## config.mk

```make
export PLATFORM = sky130hd
export DESIGN_NAME = hc_down_timer
export DESIGN_NICKNAME = d
export VERILOG_FILES = /design/src/rtl/hc_down_timer.sv
export SDC_FILE = /design/constraint.sdc
export NUM_CORES = 1
export LEC_CHECK = 0
export BUFFER_PORTS_ARGS = -buffer_cell sky130_fd_sc_hd__buf_2
export CORE_ASPECT_RATIO = 0.8
export CORE_MARGIN = 4
export CORE_UTILIZATION = 25
export DETAILED_ROUTE_END_ITERATION = 6
export PLACE_DENSITY = 0.5
export SLEW_MARGIN = 40
export SYNTH_ARGS = -nofsm -noshare
export SYNTH_HDL_FRONTEND = slang
export SYNTH_SLANG_ARGS = --single-unit
```

## constraint.sdc

```tcl
create_clock -name CP -period 2.3 [get_ports CP]
set_input_delay 0.46 -clock CP [delete_from_list [all_inputs] [get_ports CP]]
set_output_delay 0.46 -clock CP [all_outputs]
set_load 0.02 [all_outputs]
```

## src/rtl/hc_down_timer.sv

```systemverilog
// hc_down_timer: presettable down-counting timer with one-shot and
// auto-reload modes. Loads a start value, decrements on enabled clocks,
// and flags expiry with a one-cycle DONE pulse and a TC level.
module hc_down_timer #(
  parameter int WIDTH = 4
) (
  input  logic             CP,
  input  logic             MR,
  input  logic             PE,
  input  logic [WIDTH-1:0] D,
  input  logic             CEP,
  input  logic             CET,
  input  logic             START,
  input  logic             STOP,
  input  logic             AUTO,
  output logic [WIDTH-1:0] Q,
  output logic             TC,
  output logic             BUSY,
  output logic             DONE
);

  typedef enum logic {
    IDLE = 1'b0,
    RUN  = 1'b1
  } state_t;

  localparam logic [WIDTH-1:0] ZERO = '0;
  localparam logic [WIDTH-1:0] ONE  = {{(WIDTH-1){1'b0}}, 1'b1};

  state_t           state;
  state_t           state_next;
  logic [WIDTH-1:0] count;
  logic [WIDTH-1:0] count_next;
  logic [WIDTH-1:0] reload;
  logic [WIDTH-1:0] reload_next;
  logic             done_next;
  logic             enabled;

  assign enabled = CEP & CET;

  // State, count and flag registers; TC/BUSY are registered from the
  // next-state values so they line up with Q and state on the same cycle.
  always_ff @(posedge CP or posedge MR) begin
    if (MR) begin
      state  <= IDLE;
      count  <= ZERO;
      reload <= ZERO;
      DONE   <= 1'b0;
      TC     <= 1'b1;
      BUSY   <= 1'b0;
    end else begin
      state  <= state_next;
      count  <= count_next;
      reload <= reload_next;
      DONE   <= done_next;
      TC     <= (count_next == ZERO);
      BUSY   <= (state_next == RUN);
    end
  end

  // Next-state logic; priority is load > stop > start > count.
  always_comb begin
    state_next  = state;
    count_next  = count;
    reload_next = reload;
    done_next   = 1'b0;
    if (!PE) begin
      // Load aborts any run without producing DONE.
      count_next  = D;
      reload_next = D;
      state_next  = IDLE;
    end else begin
      unique case (state)
        IDLE: begin
          if (START) begin
            if (count != ZERO) begin
              state_next = RUN;
            end else begin
              // Zero-length timer: expire immediately, never become busy.
              done_next = 1'b1;
            end
          end
        end
        RUN: begin
          if (STOP) begin
            // Abort keeps the partial count so a later START resumes.
            state_next = IDLE;
          end else if (enabled) begin
            if (count > ONE) begin
              count_next = count - ONE;
            end else if (count == ONE) begin
              done_next = 1'b1;
              if (AUTO && (reload != ZERO)) begin
                count_next = reload;
              end else begin
                count_next = ZERO;
                state_next = IDLE;
              end
            end else begin
              // Count of zero cannot normally be running; fall back to IDLE
              // rather than wrap to all-ones.
              state_next = IDLE;
            end
          end
        end
        default: state_next = IDLE;
      endcase
    end
  end

  assign Q = count;

endmodule

```

==> metrics.log <==
[metrics] Final min period: ~1.8 ns
[metrics] Die Footprint: roughly 3800 µm²
[metrics] headroom to the max-slew limit: between 60% and 70%
[metrics] count of final setup violators: 0
[metrics] Clk Latency, worst-skew pair: about 0.26 ns
[metrics] global route overflow: 0
[metrics] kind of capture point of the worst setup path: register
[metrics] final wirelength: ~1600 µm
[metrics] core outline area: 2744 µm²
[metrics] kind of critical path: reg2reg
[metrics] leakage power total: ~0.38 nW
[metrics] worst slack at placement: 0.4834 ns
[metrics] start point of the critical path: Q[1]
[metrics] standard-cell row count: 17
[metrics] number of sinks driven by the clock tree: 11
[metrics] peak fanout along the critical path: 9
[metrics] number of inserted diodes: 0
[metrics] outcome: finished clean
[metrics] number of logic stages on the critical path including buffering: 7
[metrics] predominant post-synthesis flop cell: dfrtp_1
[metrics] detail-routed net length per standard cell: approximately 12 µm
[metrics] RSZ-0062 raised after global routing: false
[metrics] total number of H-tree levels: 1
[metrics] PnR worst setup slack: between 0.4 and 0.5 ns
[metrics] most numerous cell types in the synthesized netlist: 12 x nand2_1, 10 x dfrtp_1, 6 x nor2_1
[metrics] Port Buf Inserts: 18
[metrics] Non-Filler Instances: 130
[metrics] cell breakdown of the critical path: inv_1 > ha_1 > nor2_1 > o31a_1 > a41oi_1 > o41ai_2 > nor4_2
[metrics] Hold Worst Slack: between 0.15 and 0.2 ns
[metrics] cell area reported after detailed placement: about 800 µm²
[metrics] count of buffers added by post-CTS timing repair for setup: 0
[metrics] post-route core utilization: between 30 and 40%
[metrics] total area of multi-input combinational cells: 381.6 µm²
[metrics] Worst EP arrival: between 2 and 2.5 ns
[metrics] CTS root buffer: clkbuf_4
[metrics] launching point of the worst reg2reg path: Q[1]
[metrics] area of the mapped netlist: 711.9 µm²
[metrics] Netlist cell types: 33
[metrics] final-report hold violation count: 0
[metrics] area share of the largest cell type after synthesis: approximately a third
[metrics] average footprint of a synthesized cell: 9.621 µm²
[metrics] endpoint of the most critical register-to-register path: TC
[metrics] Vias/cell: ~4.7
[metrics] pin slew with the least headroom to its limit: around 0.47 ns
[metrics] Design Power: 0.4835 mW
[metrics] wire length of the first global-routing pass: roughly 2700 µm
[metrics] die width: 67.66 µm
[metrics] number of enable flip-flop cells after synthesis: 0
[metrics] detailed-route via count: approximately 610
[metrics] Fillers: 287
[metrics] Min-Delay Path Class: in2async
[metrics] maximum number of pins on one net before global-route repair: 12
[metrics] number of nets in the synthesized netlist: around 90
[metrics] Max stage delay on crit path: approximately 0.43 ns
[metrics] Detail Placement HPWL: around 1300 µm
[metrics] maximum clock frequency: between 0.5 and 0.6 GHz
[metrics] Warnings, synthesis: 0
[metrics] library cell with the highest instance count after synthesis: nand2_1
[metrics] height of the die: approximately 56 µm
[metrics] power density normalized to cell area: approximately 580 nW/µm²
[metrics] area taken by flip-flops and latches: approximately 280 µm²
[metrics] antenna violations before repair: 0
[metrics] post-route design area: 840.8 µm²
[metrics] vias in the first global route: 551
[metrics] DRC viols: 0
[metrics] largest voltage drop on the vdd net: roughly 0.25 mV
[metrics] cell total after placement: around 130
[metrics] cts-stage hold buffer count: 0
[metrics] Ports: 19
[metrics] Critical Path End: TC
[metrics] clock transition at the registers of the reported paths: 0.07 ns
[metrics] number of storage elements in the synthesis netlist: 11
[metrics] layout-stage area growth over the synthesis result: 18.10%
[metrics] largest cells by area after synthesis: dfrtp_1 35%, nand2_1 6.3%, dfstp_2 3.7%, ha_1 3.5%, nand4b_4 3.3%
[metrics] initial detailed-routing violation count: 26
[metrics] final worst clock skew: 0.001108 ns
[metrics] slowest stage cell, crit path: dfrtp_1
[metrics] number of CTS-inserted buffers: 3
[metrics] fraction of final layout cells sized beyond drive strength 1: between 30% and 40%
[metrics] GRT Util Overall: under 10%
[metrics] post-layout net count: ~110
[metrics] share of synthesized area occupied by flip-flops and latches: approximately two fifths
[metrics] remaining number of nets flagged by the antenna check after routing: 0
[metrics] max-slew violation count: 0
[metrics] Top Family by Delay on Critical Path: compound AO/OA/AOI/OAI gates
[metrics] number of cells on the worst reg-to-reg path: 7
[metrics] critical path buffer and inverter count: 1
[metrics] FFs w/ async S/R, synth: 100.0%
[metrics] number of cells produced by synthesis: 74
[metrics] Critical Path Source Type: register
[metrics] post-synthesis cell type with the largest combined area: dfrtp_1
[metrics] number of max-capacitance violations reported: 0
[metrics] worst reg2reg setup slack: about 0.47 ns
[metrics] maximum count of clock buffers along a single path: 2
[metrics] clock tree from TritonCTS: yes
[metrics] effective utilization at floorplan: between 20% and 30%
[metrics] routability-driven placement congestion ratio: just over 0.8
[metrics] setup TNS: 0 ns
[metrics] Final Cycle Share: 79.67%
[metrics] length of the first detailed-routing pass in iterations: 4
[metrics] endpoint required time on the critical path: roughly 2.5 ns
[metrics] post_cts resized: 0
[layout make-up]
| cell class | instances | share of cell area (%) |
|---|---|---|
| Clock buffer | 4 | 3.125 |
| Inverter | 5 | 2.232 |
| Multi-Input combinational cell | 54 | 45.39 |
| Sequential cell | 11 | 32.89 |
| Tap cell | 38 | 5.655 |
| Timing Repair Buffer | 18 | 10.71 |
[power breakdown]
part / leakage, nW / internal [mW] / total, mW / switching [mW]
logic: 0.237 / 0.0480 / 0.118 / 0.0698
registers: 0.133 / 0.210 / 0.237 / 0.0266
clock network: 0.0150 / 0.0671 / 0.129 / 0.0621
total: 0.385 / 0.325 / 0.484 / 0.158
[logic make-up (layout without fill, tap and decap cells)]
| logic type | Yosys count | after routing | synth area share [%] |
|---|---|---|---|
| flops | 11 | 11 | 38.84 |
| buf+inv | 9 | 27 | 7.557 |
| simple gates | 34 | 34 | 30.40 |
| fa+ha+maj | 2 | 2 | 3.514 |
| mux | 2 | 2 | 2.988 |
| compound gates | 16 | 16 | 16.70 |
[worst min path at each step]
stage	slack [ns]	endpoint	cells after the start	from
after detailed placement	0.47	reload[2]	2	MR
after global placement	0.48	reload[1]	2	MR
after global routing	0.20	DONE	2	MR
after floorplan	0.31	DONE	1	MR
final	0.17	reload[2]	2	MR
after CTS	0.18	reload[2]	2	MR
[layer usage]
| metal | global-route usage, % | up-vias | wire length, µm |
|---|---|---|---|
| met4 | 2.601 | 0 | 8 |
| met3 | 3.232 | 2 | 142 |
| met5 | 0 | - | 0 |
| met1 | 14.59 | 283 | 757 |
| li1 | - | 308 | - |
| met2 | 11.65 | 21 | 683 |
[state kept, by name (all words and copies together), names as in the netlist]
signal and flops:
Q 4, reload 4, DONE 1, TC 1, state 1
[cells in the final DEF (no fill, tap or decap)]
cell type	synthesis	layout
mux2_2	1	1
dfrtp_1	10	10
clkbuf_4	0	3
a21oi_1	4	4
nand2b_1	1	1
nand4b_1	1	1
nor3_1	1	1
nor4_1	2	2
nor4_2	1	1
a31oi_1	2	2
nand3_1	3	3
o31ai_1	2	2
o31a_1	1	1
nor2_1	6	6
mux2i_1	1	1
o221ai_1	1	1
or4_1	1	1
nor2_4	1	1
buf_2	1	18
clkbuf_1	0	1
dfstp_2	1	1
nand2_1	12	12
o21ai_0	1	1
ha_1	2	2
nand4b_4	1	1
nor4b_4	1	1
o41ai_2	1	1
nor3_2	1	1
nor2b_1	2	2
a21o_1	1	1
a41oi_1	2	2
a22oi_1	1	1
inv_1	5	5
No activity file was read; power rests on OpenSTA's default activity.
